### src/rtl/armstrong_pkg.sv
// Shared types, register map and width helpers for the
// narcissistic-number checker peripheral.
package armstrong_pkg;

  typedef enum logic [1:0] {
    S_IDLE,
    S_SPLIT,
    S_POWER,
    S_COMPARE
  } state_e;

  localparam logic [1:0] A_CTRL   = 2'd0;
  localparam logic [1:0] A_NUMBER = 2'd1;
  localparam logic [1:0] A_STATUS = 2'd2;
  localparam logic [1:0] A_SUM    = 2'd3;

  localparam int C_START = 0;
  localparam int C_MODE  = 1;
  localparam int C_IRQEN = 2;

  localparam int ST_BUSY   = 0;
  localparam int ST_DONE   = 1;
  localparam int ST_RESULT = 2;
  localparam int ST_ERR    = 3;

  function automatic int calc_max_digits(input int num_w);
    longint v;
    int d;
    v = (longint'(1) << num_w) - 1;
    d = 1;
    while (v >= 10) begin
      v = v / 10;
      d = d + 1;
    end
    return d;
  endfunction

  function automatic int calc_sum_w(input int num_w);
    return num_w + 4;
  endfunction

endpackage

### src/rtl/armstrong_engine_digit_step.sv
// One decimal digit peel: n -> {n/10, n%10}.
// Purely combinational, used once per SPLIT cycle.
module armstrong_digit_step #(
  parameter int NUM_W = 16
) (
  input  logic [NUM_W-1:0] n_i,
  output logic [NUM_W-1:0] quot_o,
  output logic [3:0]       rem_o
);

  localparam logic [NUM_W-1:0] TEN = NUM_W'(10);

  assign quot_o = n_i / TEN;
  assign rem_o  = 4'(n_i % TEN);

endmodule

### src/rtl/armstrong_engine.sv
// Bus-mapped Armstrong number checker: register decode,
// sequential split/power/compare FSM and result registers.
module armstrong_engine
  import armstrong_pkg::*;
#(
  parameter int DATA_W = 16,
  parameter int NUM_W  = 16
) (
  input  logic              clk,
  input  logic              reset_n,
  input  logic              iChip_select_n,
  input  logic              iWrite_n,
  input  logic              iRead_n,
  input  logic [1:0]        iAddr,
  input  logic [DATA_W-1:0] data_in,
  output logic [DATA_W-1:0] data_out,
  output logic              oIrq
);

  localparam int MAX_DIGITS = calc_max_digits(NUM_W);
  localparam int SUM_W      = calc_sum_w(NUM_W);

  state_e state_q, state_d;

  logic mode_q, mode_d;
  logic irq_en_q, irq_en_d;
  logic mode_run_q, mode_run_d;
  logic busy_q, busy_d;
  logic done_q, done_d;
  logic result_q, result_d;
  logic err_q, err_d;
  logic irq_q, irq_d;

  logic [NUM_W-1:0] number_q, number_d;
  logic [NUM_W-1:0] opnd_q, opnd_d;
  logic [NUM_W-1:0] n_q, n_d;

  logic [3:0] dcnt_q, dcnt_d;
  logic [3:0] e_q, e_d;
  logic [3:0] ecnt_q, ecnt_d;
  logic [3:0] didx_q, didx_d;

  logic [SUM_W-1:0] sum_q, sum_d;
  logic [SUM_W-1:0] p_q, p_d;

  logic [4*MAX_DIGITS-1:0] dbuf_q, dbuf_d;
  logic [DATA_W-1:0]       dout_q, dout_d;

  logic              wr_en, rd_en;
  logic              wr_ctrl, wr_num, wr_stat;
  logic              start_req;
  logic [NUM_W-1:0]  quot;
  logic [3:0]        rem;
  logic [3:0]        dig_cur;
  logic [SUM_W-1:0]  p_mul;
  logic [DATA_W-1:0] rd_data;
  logic              unused_in;

  assign unused_in = ^data_in;

  assign wr_en     = !iChip_select_n && !iWrite_n;
  assign rd_en     = !iChip_select_n && !iRead_n;
  assign wr_ctrl   = wr_en && (iAddr == A_CTRL);
  assign wr_num    = wr_en && (iAddr == A_NUMBER);
  assign wr_stat   = wr_en && (iAddr == A_STATUS);
  assign start_req = wr_ctrl && data_in[C_START];

  armstrong_digit_step #(
    .NUM_W (NUM_W)
  ) u_step (
    .n_i    (n_q),
    .quot_o (quot),
    .rem_o  (rem)
  );

  assign dig_cur = dbuf_q[4*int'(didx_q) +: 4];
  assign p_mul   = p_q * SUM_W'(dig_cur);

  always_comb begin
    rd_data = '0;
    unique case (iAddr)
      A_CTRL: begin
        rd_data[C_MODE]  = mode_q;
        rd_data[C_IRQEN] = irq_en_q;
      end
      A_NUMBER: rd_data = DATA_W'(number_q);
      A_STATUS: begin
        rd_data[ST_BUSY]   = busy_q;
        rd_data[ST_DONE]   = done_q;
        rd_data[ST_RESULT] = result_q;
        rd_data[ST_ERR]    = err_q;
        rd_data[7:4]       = dcnt_q;
      end
      A_SUM:    rd_data = DATA_W'(sum_q);
      default:  rd_data = '0;
    endcase
  end

  always_comb begin
    state_d    = state_q;
    mode_d     = mode_q;
    irq_en_d   = irq_en_q;
    mode_run_d = mode_run_q;
    busy_d     = busy_q;
    done_d     = done_q;
    result_d   = result_q;
    err_d      = err_q;
    number_d   = number_q;
    opnd_d     = opnd_q;
    n_d        = n_q;
    dcnt_d     = dcnt_q;
    e_d        = e_q;
    ecnt_d     = ecnt_q;
    didx_d     = didx_q;
    sum_d      = sum_q;
    p_d        = p_q;
    dbuf_d     = dbuf_q;
    dout_d     = rd_en ? rd_data : dout_q;
    irq_d      = done_q & irq_en_q;

    if (wr_ctrl) begin
      mode_d   = data_in[C_MODE];
      irq_en_d = data_in[C_IRQEN];
    end
    if (wr_num) begin
      if (busy_q) err_d = 1'b1;
      else        number_d = data_in[NUM_W-1:0];
    end
    if (start_req && busy_q) err_d = 1'b1;
    if (wr_stat) begin
      if (data_in[ST_DONE]) done_d = 1'b0;
      if (data_in[ST_ERR])  err_d  = 1'b0;
    end

    // Completion below overrides a same-cycle done-clear.
    unique case (state_q)
      S_IDLE: begin
        if (start_req) begin
          opnd_d     = number_q;
          n_d        = number_q;
          mode_run_d = data_in[C_MODE];
          done_d     = 1'b0;
          result_d   = 1'b0;
          sum_d      = '0;
          busy_d     = 1'b1;
          dcnt_d     = '0;
          dbuf_d     = '0;
          state_d    = S_SPLIT;
        end
      end
      S_SPLIT: begin
        dbuf_d[4*int'(dcnt_q) +: 4] = rem;
        n_d    = quot;
        dcnt_d = dcnt_q + 4'd1;
        if (quot == '0) begin
          e_d     = mode_run_q ? 4'd3 : dcnt_q + 4'd1;
          ecnt_d  = '0;
          didx_d  = '0;
          p_d     = SUM_W'(1);
          state_d = S_POWER;
        end
      end
      S_POWER: begin
        if (ecnt_q == e_q - 4'd1) begin
          sum_d  = sum_q + p_mul;
          p_d    = SUM_W'(1);
          ecnt_d = '0;
          didx_d = didx_q + 4'd1;
          if (didx_q == dcnt_q - 4'd1) state_d = S_COMPARE;
        end else begin
          p_d    = p_mul;
          ecnt_d = ecnt_q + 4'd1;
        end
      end
      S_COMPARE: begin
        result_d = (sum_q == SUM_W'(opnd_q));
        busy_d   = 1'b0;
        done_d   = 1'b1;
        state_d  = S_IDLE;
      end
      default: state_d = S_IDLE;
    endcase
  end

  always_ff @(posedge clk) begin
    if (!reset_n) begin
      state_q    <= S_IDLE;
      mode_q     <= 1'b0;
      irq_en_q   <= 1'b0;
      mode_run_q <= 1'b0;
      busy_q     <= 1'b0;
      done_q     <= 1'b0;
      result_q   <= 1'b0;
      err_q      <= 1'b0;
      irq_q      <= 1'b0;
      number_q   <= '0;
      opnd_q     <= '0;
      n_q        <= '0;
      dcnt_q     <= '0;
      e_q        <= '0;
      ecnt_q     <= '0;
      didx_q     <= '0;
      sum_q      <= '0;
      p_q        <= '0;
      dbuf_q     <= '0;
      dout_q     <= '0;
    end else begin
      state_q    <= state_d;
      mode_q     <= mode_d;
      irq_en_q   <= irq_en_d;
      mode_run_q <= mode_run_d;
      busy_q     <= busy_d;
      done_q     <= done_d;
      result_q   <= result_d;
      err_q      <= err_d;
      irq_q      <= irq_d;
      number_q   <= number_d;
      opnd_q     <= opnd_d;
      n_q        <= n_d;
      dcnt_q     <= dcnt_d;
      e_q        <= e_d;
      ecnt_q     <= ecnt_d;
      didx_q     <= didx_d;
      sum_q      <= sum_d;
      p_q        <= p_d;
      dbuf_q     <= dbuf_d;
      dout_q     <= dout_d;
    end
  end

  assign data_out = dout_q;
  assign oIrq     = irq_q;

endmodule

### config.mk
export PLATFORM = sky130hd
export DESIGN_NAME = armstrong_engine
export DESIGN_NICKNAME = d
export VERILOG_FILES = /design/src/rtl/armstrong_pkg.sv /design/src/rtl/armstrong_engine_digit_step.sv /design/src/rtl/armstrong_engine.sv
export SDC_FILE = /design/constraint.sdc
export NUM_CORES = 1
export LEC_CHECK = 0
export CORE_ASPECT_RATIO = 0.9
export CORE_UTILIZATION = 40
export CTS_BUF_LIST = sky130_fd_sc_hd__clkbuf_2 sky130_fd_sc_hd__clkbuf_4 sky130_fd_sc_hd__clkbuf_8
export DETAILED_ROUTE_END_ITERATION = 10
export GPL_TIMING_DRIVEN = 0
export SYNTH_ARGS = -nofsm -noshare
export SYNTH_HDL_FRONTEND = slang
export SYNTH_HIERARCHICAL = 1
export SYNTH_SLANG_ARGS = --single-unit
### constraint.sdc
create_clock -name clk -period 8.45 [get_ports clk]
set_input_delay 0.845 -clock clk [delete_from_list [all_inputs] [get_ports clk]]
set_output_delay 0.845 -clock clk [all_outputs]
set_load 0.005 [all_outputs]
==> flow_summary.toml <==
[floorplanning]
ios = 40
dieArea_sq_um = 30390
die_x_um = 183.6
fp-row-count = 59
core_area_sq_um = 29090
start_util_pct = 40.84
fp.dieH_um = 165.5

[yosys]
syn_area_per_cell_sq_um = 7.945
yosysTopAreaCellShare_pct = 25.28
yosysTopAreaCell = "dfxtp_1"
yosys_most_used_dff = "dfxtp_1"
synth.area.top_cells = "dfxtp_1 25%, fa_1 5.7%, ha_1 5.4%"
post_synth_num_cell_types = 103
synth_edf_count = 0
ys_seq_area_share_pct = 25.28
netlist_area_sq_um = 11880
async_reset_ff_share_pct = 0
synthCells = 1495
synth_warnings = 6
ys_seq_elements = 150

[route]
drc = 0
vias = 11060
antenna_left = 0
firstDrtPassIters = 5
wl_per_cell_um = 17.47
drt-initial-drc-count = 845
viasPerCell = 5.634
drt-total-wl_mm = 34.29

[flow_run]
drv_cap = 0

[power]
ir_drop_uv = 221.0
leakage_nw = 4.965
powerDensity_nw_per_um2 = 211.6
power.total_mw = 2.786

[cells_and_area]
layout_commonest_cell = "nor2_1"
area_growth_pct = 10.85
drive_gt1_share_pct = 7.913
fill_cells = 2956
instances_no_fill = 1963
final_cell_mix = "164 x nor2_1, 150 x nand2_1, 150 x dfxtp_1, 116 x a21oi_1, 91 x inv_1"
layout.nets = 1662
final_util_pct = 45.27
antenna_cells = 0
fin_area_sq_um = 13170

[global_routing]
grt_max_degree = 17
antenna_found_initial = 0
grt_pass1_vias = 10160
grt_usage_pct = 23.22
grt_pass1_wl_mm = 55.66
overflow = 0

[sta]
fin_crit_ps = 7786
finalHoldWorstSlack_ps = 448.5
drv_slew = 0
finalHoldViolCount = 0
finalCritPeriodShare_pct = 92.15
skew_ps = 13.68
fmax_mhz = 128.4
slew_headroom_pct = 39.16
setup-violations-final = 0
grt_setup_unrepaired = "false"
tightest_slew_ps = 912.5
finalWorstSetupSlack_ps = 663.6
tns_ps = 0

[clock_network]
cts_buffers = 17
cts_root_buf = "clkbuf_8"
postCtsHoldBufs = 0
insertion_delay_ps = 480
clk_pin_slew_ps = 90
clockBufferDepth = 2
cts.sinks = 150
cts_resized = 0
cts_setup_buffers = 0
cts_tree = "yes"
h-tree-depth = 4

[critical_path]
worst-setup-path-type = "flip-flop to flip-flop"
rrSetupSlack_ps = 660
path_max_fanout = 10
required_ps = 8870
startpoint_type = "flip-flop"
reg2reg_from = "didx_q[0]"
crit_path_start = "didx_q[0]"
cp.arrival_ps = 8210
setup.worst_path.end_class = "flip-flop"
worstSetupEndpoint = "sum_q[19]"
r2r-end = "sum_q[19]"
reg2reg_depth = 25

[placement]
post-dp-hpwl_mm = 26.42
place.gp.congestion = 0.9197
dp_slack_ps = 499.9
numPortBuffers = 38
dp.cells = 1931
postPlaceCellArea_sq_um = 12760

[min_path]
worst_hold_path_type = "flip-flop to flip-flop"

[run_status]
status = "complete, no violations"
worst max-delay path, stage by stage (launching register included):
cell      delay, ps
dfxtp_1         360
buf_6           170
mux4_2          540
a22oi_2         600
clkbuf_1        500
nand2b_1        220
fa_1            430
fa_1            620
inv_1            70
ha_1            300
a211oi_1        320
nor2_1          120
o21a_1          190
o21ai_0         160
nand2b_1         70
a21oi_1         200
xnor2_1         240
ha_1            390
nor4b_1         180
a211oi_1        380
o21ai_0         210
o41ai_1         500
o21ai_0         280
o21a_1          180
or4_1           400
nand3_1          90
cell usage after synthesis (all sizes together) (7+ instances only):
master     n
a2111oi    7
a211oi    39
a21o      17
a21oi    117
a221oi     9
a22oi     39
a31oi     10
a32oi      7
and2      20
and2b     15
and3      17
buf       29
clkbuf    64
dfxtp    150
fa        34
ha        51
inv       93
mux2i     32
mux4       8
nand2    153
nand2b    23
nand3     38
nand4     13
nor2     167
nor2b     32
nor3      39
nor4      10
o211ai     9
o21a      11
o21ai     50
o31ai     10
or3       11
xnor2     56
xor2      11
worst min-delay path by stage:
stage                         start   endpoint  slack, ps  depth (start not counted)
final                     dbuf_q[4]  dbuf_q[4]        450                          2
after global routing      dbuf_q[5]  dbuf_q[5]        480                          2
after detailed placement  dbuf_q[4]  dbuf_q[4]        450                          2
after floorplan           dbuf_q[4]  dbuf_q[4]        430                          2
after global placement    dbuf_q[4]  dbuf_q[4]        430                          2
after CTS                 dbuf_q[4]  dbuf_q[4]        450                          2
power by group:
group	internal (mW)	total, mW	leakage [nW]	switching [mW]
sequential	0.725	0.744	1.21	0.0195
combinational	0.525	1.45	3.55	0.929
clock	0.293	0.587	0.210	0.295
total	1.54	2.79	4.96	1.24
kinds of logic (layout without fill, tap and decap cells):
| kind of cell | after synthesis | count (layout) | synth area share [%] |
|---|---|---|---|
| other cells | 1 | 3 | 0.03157 |
| fa+ha+maj | 88 | 88 | 11.36 |
| xor+xnor | 68 | 68 | 5.193 |
| mux | 46 | 46 | 4.814 |
| buf+inv | 186 | 256 | 6.847 |
| compound gates | 393 | 393 | 23.30 |
| simple gates | 563 | 563 | 23.18 |
| flops | 150 | 150 | 25.28 |
layout make-up:
type | instances | area (sq um) | area share [%]
Timing Repair Buffer | 38 | 380.4 | 2.889
Clock inverter | 14 | 158.9 | 1.207
Inverter | 93 | 349.1 | 2.651
Buffer | 93 | 464.2 | 3.526
Multi-Input combinational cell | 1161 | 8074 | 61.32
Clock buffer | 18 | 241.5 | 1.834
Tap cell | 396 | 495.5 | 3.763
Sequential cell | 150 | 3003 | 22.81
sequential cells by signal, summed over array words and instances (netlist names):
register / flops
busy_q: 1
data_out: 16
dbuf_q: 20
dcnt_q: 4
didx_q: 4
done_q: 1
e_q: 4
ecnt_q: 4
err_q: 1
irq_en_q: 1
mode_q: 1
mode_run_q: 1
n_q: 16
number_q: 16
oIrq: 1
opnd_q: 16
p_q: 20
result_q: 1
state_q: 2
sum_q: 20
routing by layer:
metal / track usage (%) / up-vias / routed length, um / share of wire, %
li1: - / 5428 / - / -
met4: 4.205 / 0 / 234 / 0.68
met3: 4.254 / 18 / 1915 / 5.6
met2: 34.38 / 305 / 14410 / 42
met1: 34.87 / 5309 / 17740 / 52
met5: 0 / - / 0 / 0
No activity file was read; power rests on OpenSTA's default activity.
